==> src/rtl/fifo_write_arbiter.sv <==
// -----------------------------------------------------------------------------
// fifo_write_arbiter
//
// Round-robin burst arbiter sharing the single write port of the asynchronous
// FIFO among NUM_REQ producers in the FIFO write-clock domain. One requester
// owns the port at a time for up to MAX_BURST words. The write port is
// stalled by myWfull, so no write is ever issued into a full FIFO.
//
// Parameters
//   MyDSIZE   : data width (matches FIFO data width)
//   NUM_REQ   : number of requesters, 2..8
//   MAX_BURST : maximum words per grant, 1..15
//
// Ports
//   myClk      in  : FIFO write clock
//   myRst      in  : asynchronous active-high reset
//   myReqValid in  : per-requester word available
//   myReqData  in  : per-requester data, requester i at [i*MyDSIZE +: MyDSIZE]
//   myReqReady out : per-requester accept strobe (combinational)
//   myGrant    out : registered one-hot owner, zero when idle
//   myWreq     out : FIFO write request (combinational)
//   myWdata    out : FIFO write data (combinational)
//   myWfull    in  : FIFO full flag, write domain
//   myWordCnt  out : words written since reset, wraps at 16 bits
// -----------------------------------------------------------------------------
module fifo_write_arbiter #(
    parameter int MyDSIZE   = 8,
    parameter int NUM_REQ   = 4,
    parameter int MAX_BURST = 4
) (
    input  logic                       myClk,
    input  logic                       myRst,
    input  logic [NUM_REQ-1:0]         myReqValid,
    input  logic [NUM_REQ*MyDSIZE-1:0] myReqData,
    output logic [NUM_REQ-1:0]         myReqReady,
    output logic [NUM_REQ-1:0]         myGrant,
    output logic                       myWreq,
    output logic [MyDSIZE-1:0]         myWdata,
    input  logic                       myWfull,
    output logic [15:0]                myWordCnt
);

    localparam int IDXW = (NUM_REQ > 1) ? $clog2(NUM_REQ) : 1;
    localparam logic [IDXW-1:0] LAST_IDX_RST = IDXW'(NUM_REQ - 1);
    localparam logic [3:0]      BURST_LAST   = 4'(MAX_BURST - 1);
    localparam logic [IDXW:0]   NUM_REQ_W    = (IDXW + 1)'(NUM_REQ);

    typedef enum logic [0:0] {
        IDLE  = 1'b0,
        BURST = 1'b1
    } arbState_t;

    arbState_t          state;
    arbState_t          stateNext;
    logic [IDXW-1:0]    lastIdx;
    logic [IDXW-1:0]    lastIdxNext;
    logic [3:0]         burstCnt;
    logic [3:0]         burstCntNext;
    logic [NUM_REQ-1:0] grantNext;
    logic [15:0]        wordCntNext;

    logic [IDXW-1:0]    selIdx;
    logic               selFound;
    logic [IDXW:0]      candSum;
    logic [IDXW-1:0]    candSel;
    logic               ownerValid;
    logic               acc;

    // Round-robin search: first valid index strictly after lastIdx, wrapping.
    always_comb begin
        selIdx   = lastIdx;
        selFound = 1'b0;
        candSum  = '0;
        candSel  = '0;
        for (int k = 1; k <= NUM_REQ; k++) begin
            candSum = {1'b0, lastIdx} + (IDXW + 1)'(k);
            if (candSum >= NUM_REQ_W) begin
                candSel = IDXW'(candSum - NUM_REQ_W);
            end else begin
                candSel = candSum[IDXW-1:0];
            end
            if (!selFound && myReqValid[candSel]) begin
                selIdx   = candSel;
                selFound = 1'b1;
            end else begin
                selFound = selFound;
            end
        end
    end

    // In BURST the owner index is lastIdx, so no separate owner register exists.
    assign ownerValid = myReqValid[lastIdx];
    assign acc        = (state == BURST) && ownerValid && !myWfull;

    // Write-port and handshake outputs; gated by myWfull in the same cycle.
    always_comb begin
        myReqReady = '0;
        myWreq     = 1'b0;
        myWdata    = '0;
        if (state == BURST) begin
            myReqReady[lastIdx] = acc;
            myWreq              = acc;
            myWdata             = myReqData[lastIdx*MyDSIZE +: MyDSIZE];
        end else begin
            myWreq = 1'b0;
        end
    end

    // Next-state logic for the arbitration FSM and its counters.
    always_comb begin
        stateNext    = state;
        grantNext    = myGrant;
        lastIdxNext  = lastIdx;
        burstCntNext = burstCnt;
        wordCntNext  = myWordCnt;
        case (state)
            IDLE: begin
                if (selFound) begin
                    stateNext    = BURST;
                    grantNext    = {{(NUM_REQ-1){1'b0}}, 1'b1} << selIdx;
                    lastIdxNext  = selIdx;
                    burstCntNext = 4'd0;
                end else begin
                    grantNext = '0;
                end
            end
            BURST: begin
                if (acc) begin
                    wordCntNext  = myWordCnt + 16'd1;
                    burstCntNext = burstCnt + 4'd1;
                end else begin
                    wordCntNext  = myWordCnt;
                    burstCntNext = burstCnt;
                end
                // Withdrawal wins even when the count would have completed.
                if (!ownerValid || (acc && (burstCnt == BURST_LAST))) begin
                    stateNext    = IDLE;
                    grantNext    = '0;
                    burstCntNext = 4'd0;
                end else begin
                    stateNext = BURST;
                end
            end
            default: begin
                stateNext    = IDLE;
                grantNext    = '0;
                burstCntNext = 4'd0;
            end
        endcase
    end

    // State register; reset aborts any burst immediately.
    always_ff @(posedge myClk or posedge myRst) begin
        if (myRst) begin
            state     <= IDLE;
            myGrant   <= '0;
            lastIdx   <= LAST_IDX_RST;
            burstCnt  <= 4'd0;
            myWordCnt <= 16'd0;
        end else begin
            state     <= stateNext;
            myGrant   <= grantNext;
            lastIdx   <= lastIdxNext;
            burstCnt  <= burstCntNext;
            myWordCnt <= wordCntNext;
        end
    end

endmodule

==> config.mk <==
export PLATFORM = sky130hd
export DESIGN_NAME = fifo_write_arbiter
export DESIGN_NICKNAME = d
export VERILOG_FILES = /design/src/rtl/fifo_write_arbiter.sv
export SDC_FILE = /design/constraint.sdc
export NUM_CORES = 1
export LEC_CHECK = 0
export CAP_MARGIN = 20
export CORE_AREA = 3 3 70 72
export DETAILED_ROUTE_END_ITERATION = 10
export DIE_AREA = 0 0 73 75
export PLACE_DENSITY_LB_ADDON = 0.25
export SETUP_SLACK_MARGIN = 0.4
export SLEW_MARGIN = 10
export SYNTH_ARGS = -nofsm -noshare
export SYNTH_HDL_FRONTEND = slang
export SYNTH_SLANG_ARGS = --single-unit
==> constraint.sdc <==
create_clock -name myClk -period 3.95 [get_ports myClk]
set_input_delay 0.9875 -clock myClk [delete_from_list [all_inputs] [get_ports myClk]]
set_output_delay 0.9875 -clock myClk [all_outputs]
set_load 0.005 [all_outputs]
# [Word level (Yosys, flattened, before mapping)]
# Index checks and enable logic that the tools add are counted.
[totals] regBits=27 in_bits=39 output_inout_bits=33 wordCells=86
[op_classes] add_sub_neg=10 magnitude_cmp=10 n_eq_ne=4 shift=2 mux=37 n_bitwise=2 n_reduce_logical=16
[ops] op="32-bit by 6-bit indexed part select with 8-bit output" count=1
[ops] op="4-bit two-way mux" count=6
[ops] op="16-bit by 1-bit adder with 16-bit output (second input constant)" count=1
[ops] op="2-bit two-way mux" count=8
[ops] op="4-bit one-hot mux with 2 select lines" count=2
[ops] op="2-bit by 3-bit < comparator with 1-bit output (second input constant)" count=5
[ops] op="1-bit two-way mux" count=13
[ops] op="3-bit greater-or-equal comparator (second input constant)" count=4
[ops] op="1-bit binary-select mux with 2-bit select" count=5
[ops] op="8-bit two-way mux" count=1
[ops] op="2-bit by 1-bit subtractor with 2-bit output (second input constant)" count=4
[ops] op="1-bit logical AND" count=7
[ops] op="2-bit by 2-bit adder with 3-bit output (second input constant)" count=2
[ops] op="2-bit AND reduction" count=3
[ops] op="1-bit logical NOT" count=5
[ops] op="4-bit by 1-bit adder with 4-bit output (second input constant)" count=1
[ops] op="4-bit bitwise AND" count=1
[ops] op="4-bit by 2-bit == test with 1-bit output (second input constant)" count=1
[ops] op="1-bit by 2-bit << shifter with 4-bit output (first input constant)" count=1
[ops] op="2-bit by 1-bit adder with 3-bit output (second input constant)" count=1
[ops] op="2-bit by 3-bit adder with 3-bit output (second input constant)" count=1
[ops] op="3-bit by 1-bit inequality test with 1-bit output (second input constant)" count=1
[ops] op="1-bit demux with 2-bit select" count=1
[ops] op="2-bit by 1-bit greater-or-equal comparator with 1-bit output (second input constant)" count=1
[ops] op="5 further kinds" count=5

# [Logic depth before layout (Yosys ltp)]
[logic_depth] word_depth=18 ltp_mapped=10 ltp_nobuf=7

# [Worst setup path before layout]
# Ideal clock, no wire load.
[synth_timing] path_type="input to output" startpoint="input port myReqValid[3]" endpoint="output port myWreq" t_arrival_ns=1.888 required_ns=2.963 slack_ns=1.074 path_stages=4 path_buffers=2 path_cell_list="mux4_2 -> buf_6 -> and2_1 -> clkbuf_1"
[synth_via] elab_chain_len=5
[synth_lines] element="start: declaration" line_no="33" text="input logic [NUM_REQ-1:0] myReqValid,"
[synth_lines] element="1-bit binary-select mux with 2-bit select" line_no="92" text="assign ownerValid = myReqValid[lastIdx];"
[synth_lines] element="1-bit two-way mux (implied by the code)" line_no="92"
[synth_lines] element="1-bit logical AND (2 in series)" line_no="93" text="assign acc = (state == BURST) && ownerValid && !myWfull;"
[synth_lines] element="1-bit two-way mux" line_no="100" text="if (state == BURST) begin"
[synth_lines] element="end: declaration" line_no="37" text="output logic myWreq,"
# No other way between the ends. The select of a mux whose other input is x is not followed.

# [Worst setup path in the final report]
[layout_timing] startpoint="input port myReqValid[3]" endpoint="output port myReqReady[3]"
[layout_via] elab_chain_len=6
[layout_lines] element="1-bit binary-select mux with 2-bit select" line_no="92"
[layout_lines] element="1-bit two-way mux (implied by the code)" line_no="92"
[layout_lines] element="1-bit logical AND (2 in series)" line_no="93"
[layout_lines] element="4-bit bitwise AND (no line)"
[layout_lines] element="4-bit two-way mux" line_no="100"
[layout_lines] element="end: declaration" line_no="35" text="output logic [NUM_REQ-1:0] myReqReady,"
# No other way between the ends. The select of a mux whose other input is x is not followed.

==> metrics.csv <==
metric,value,unit
Residual DRC,0,
adder and majority gate portion of the synthesized area,3.98,%
Final GP Congestion,0.812,
Antenna diodes,0,
ratio of final minimum period to clock period,89.5,%
most instantiated flip-flop cell in the synthesis netlist,sky130_fd_sc_hd__dfrtp_1,
antenna violations before repair,0,
type of the setup path with the least slack,input pin to output port,
cell count of the worst hold path,1,
number of H-tree levels,1,
worst voltage drop across the vdd grid,0.353,mV
CP most frequent cell,sky130_fd_sc_hd__clkdlybuf4s50_1,
vias in the first global route,1509,
"Data required, critical path",2.96,ns
fraction of registers with async set or reset after synthesis,100,%
CTS tree,done,
Critical Path Source Type,input pin,
post-layout minimum cycle time,3.54,ns
clock buffer count from CTS,3,
average instance area after synthesis,10.3,um2
dominant combinational cell family by area after synthesis,simple AND/OR/NAND/NOR gates,
outcome,completed,
count of final hold-check violations,0,
"Area growth, synth to finish",44.4,%
final net count,299,
first-pass GRT wire length,7200,um
cell row count,24,
maximum fanout encountered on the critical timing path,5,
flip-flop and latch count after synthesis,27,
number of I/O pins,72,
xor-xnor portion of the synthesized cell area,6.96,%
Buffers on Ports,71,
Skew-Pair Late Insertion Delay,0.27,ns
number of cells produced by synthesis,183,
worst r2r path cells,7,
core utilization of the finished layout,62.6,%
most frequent standard cell in the layout excluding fill and tap cells,sky130_fd_sc_hd__clkdlybuf4s50_1,
Static Leakage,1.15,nW
largest net degree at the start of global routing,28,
slew at the pin closest to its max-slew limit,0.615,ns
Final Power,0.00151,W
effective utilization at floorplan,43.3,%
achievable frequency,283,MHz
cell chain of the critical path,clkdlybuf4s50_1 > mux4_2 > and3_4 > clkdlybuf4s50_1,
largest delay contributor family on the critical path,buffers and inverters,
number of distinct library cells after synthesis,45,
average vias per placed instance,5.39,
crit path max-delay cell type,sky130_fd_sc_hd__mux4_2,
worst-case setup slack after placement,0.275,ns
violation count after the first detailed-route iteration,45,
Worst Path Arrival,2.55,ns
global route total overflow,0,
area fraction in compound gates after synthesis,10.5,%
maximum root-to-sink buffer count,2,
"Largest stage delay, worst path",0.54,ns
sequential-to-total area share from yosys stat,35.9,%
mapped cell area,0.00189,mm2
worst reg2reg endpoint,myGrant[0],
setup violators final,0,
hpwl dp,3560,um
buffers plus inverters on the worst setup path,2,
number of nets in the synthesized netlist,228,
Relative slew margins,58.6,%
Routed wire per std cell,15.0,um
reported max-cap violation count,0,
total routing usage reported by global routing,16.3,%
Core Box Area,0.00435,mm2
Yosys warning count,0,
setup repair after global routing missed its margin,true,
ratio of total power to cell area,556,mW/mm2
post-route ant nets,0,
horizontal extent of the die,73,um
slack of the worst reg-to-reg path,0.79,ns
hold worst-path end,myWordCnt[15],
TNS Setup,0,ns
max-slew violation count,0,
worst hold-check slack,0.484,ns
count of vias placed by the detailed router,1644,
clock slew at the register clock pins of the worst setup and hold paths,0.08,ns
fraction of layout cells with a size suffix above 1,13.4,%
number of clock sinks,27,
crit end category,output port,
simple-gate share of the synthesized area,21.4,%
mux cell area share after synthesis,16.4,%
number of enable flip-flop cells after synthesis,0,
worst hold path type,flip-flop to flip-flop,
Pre-antenna DRT Iters,4,
vertical extent of the die,75,um
die footprint,0.00548,mm2
least setup slack across all paths after layout,0.413,ns
final worst clock skew,0.00697,ns
total wire length,4580,um
root buffer cell,sky130_fd_sc_hd__clkbuf_8,
HP Start,myWordCnt[15],
Crit Reg-Reg Startpoint,lastIdx[0],
"leading cell types in the layout, fill and taps excluded","67 x sky130_fd_sc_hd__clkdlybuf4s50_1, 25 x sky130_fd_sc_hd__dfrtp_1, 12 x sky130_fd_sc_hd__xnor2_1, 12 x sky130_fd_sc_hd__nand2_1",
==> cells by family after synthesis <==
kind of cell,after synthesis
xor+xnor,15
compound gates,27
fa+ha+maj,6
simple gates,70
buf+inv,19
mux,19
flops,27
==> report_power, final <==
group / total [W] / switching (W) / leakage [nW] / internal [W]
logic: 0.000889 / 0.000368 / 0.773 / 0.000521
clock network: 0.000153 / 0.0000811 / 0.0228 / 0.0000722
registers: 0.000472 / 0.000124 / 0.357 / 0.000347
total: 0.00151 / 0.000573 / 1.15 / 0.000941
==> state kept, by name (all words and copies together) (netlist names) <==
register and count:
burstCnt 4, lastIdx 2, myGrant 4, myWordCnt 16, state 1
==> timing repair <==
item,in CTS,in global routing
gates resized for setup,6,3
setup buffers,2,0
hold buffers,0,0
setup endpoints to repair,5,3
pin swaps,0,1
==> synth_stat cells (5+ instances only) <==
cell / n / area share (%)
sky130_fd_sc_hd__xnor2_1: 12 / 5.6
sky130_fd_sc_hd__mux2i_1: 5 / 2.7
sky130_fd_sc_hd__mux4_2: 9 / 11
sky130_fd_sc_hd__inv_1: 5 / 0.99
sky130_fd_sc_hd__nand3_1: 8 / 2.1
sky130_fd_sc_hd__ha_1: 6 / 4.0
sky130_fd_sc_hd__and2_1: 11 / 3.6
sky130_fd_sc_hd__nor2_1: 10 / 2.0
sky130_fd_sc_hd__mux2_2: 5 / 3.0
sky130_fd_sc_hd__nand2_1: 12 / 2.4
sky130_fd_sc_hd__clkbuf_1: 8 / 1.6
sky130_fd_sc_hd__o21ai_0: 9 / 2.4
sky130_fd_sc_hd__and3_1: 6 / 2.0
sky130_fd_sc_hd__dfrtp_1: 25 / 33
==> cell type report <==
| class | instances | area (um2) |
|---|---|---|
| multi-input cells | 137 | 1130 |
| flip-flops and latches | 27 | 678 |
| well taps | 52 | 65.1 |
| inverters | 5 | 18.8 |
| fillers | 363 | 1630 |
| clock buffers | 4 | 45.0 |
| repair buffers | 80 | 785 |
==> stage by stage <==
stage / std cells / area, um2
final: 305 / 2720
after global routing: 305 / 2720
after CTS: 304 / 2700
after detailed placement: 298 / 2640
after global placement: 298 / 2640
after floorplan: 183 / 1890
==> worst max path at each step <==
stage | end | startpoint | slack, ns | cells past startpoint
floorplan | myWreq | myReqValid[3] | 1.07 | 4
global placement | myWreq | myReqValid[3] | 0.31 | 4
detailed placement | myWreq | myWfull | 0.28 | 4
CTS | myReqReady[3] | myReqValid[1] | 0.39 | 4
global route | myReqReady[3] | myReqValid[1] | 0.36 | 4
finish | myReqReady[3] | myReqValid[3] | 0.41 | 4
==> layer usage <==
layer	track usage, %	share of wire (%)
met1	22.5	46
met2	28.0	52
met3	0.801	1.6
met4	4.30	0.85
met5	0	0
(Power assumes the default switching activity.)
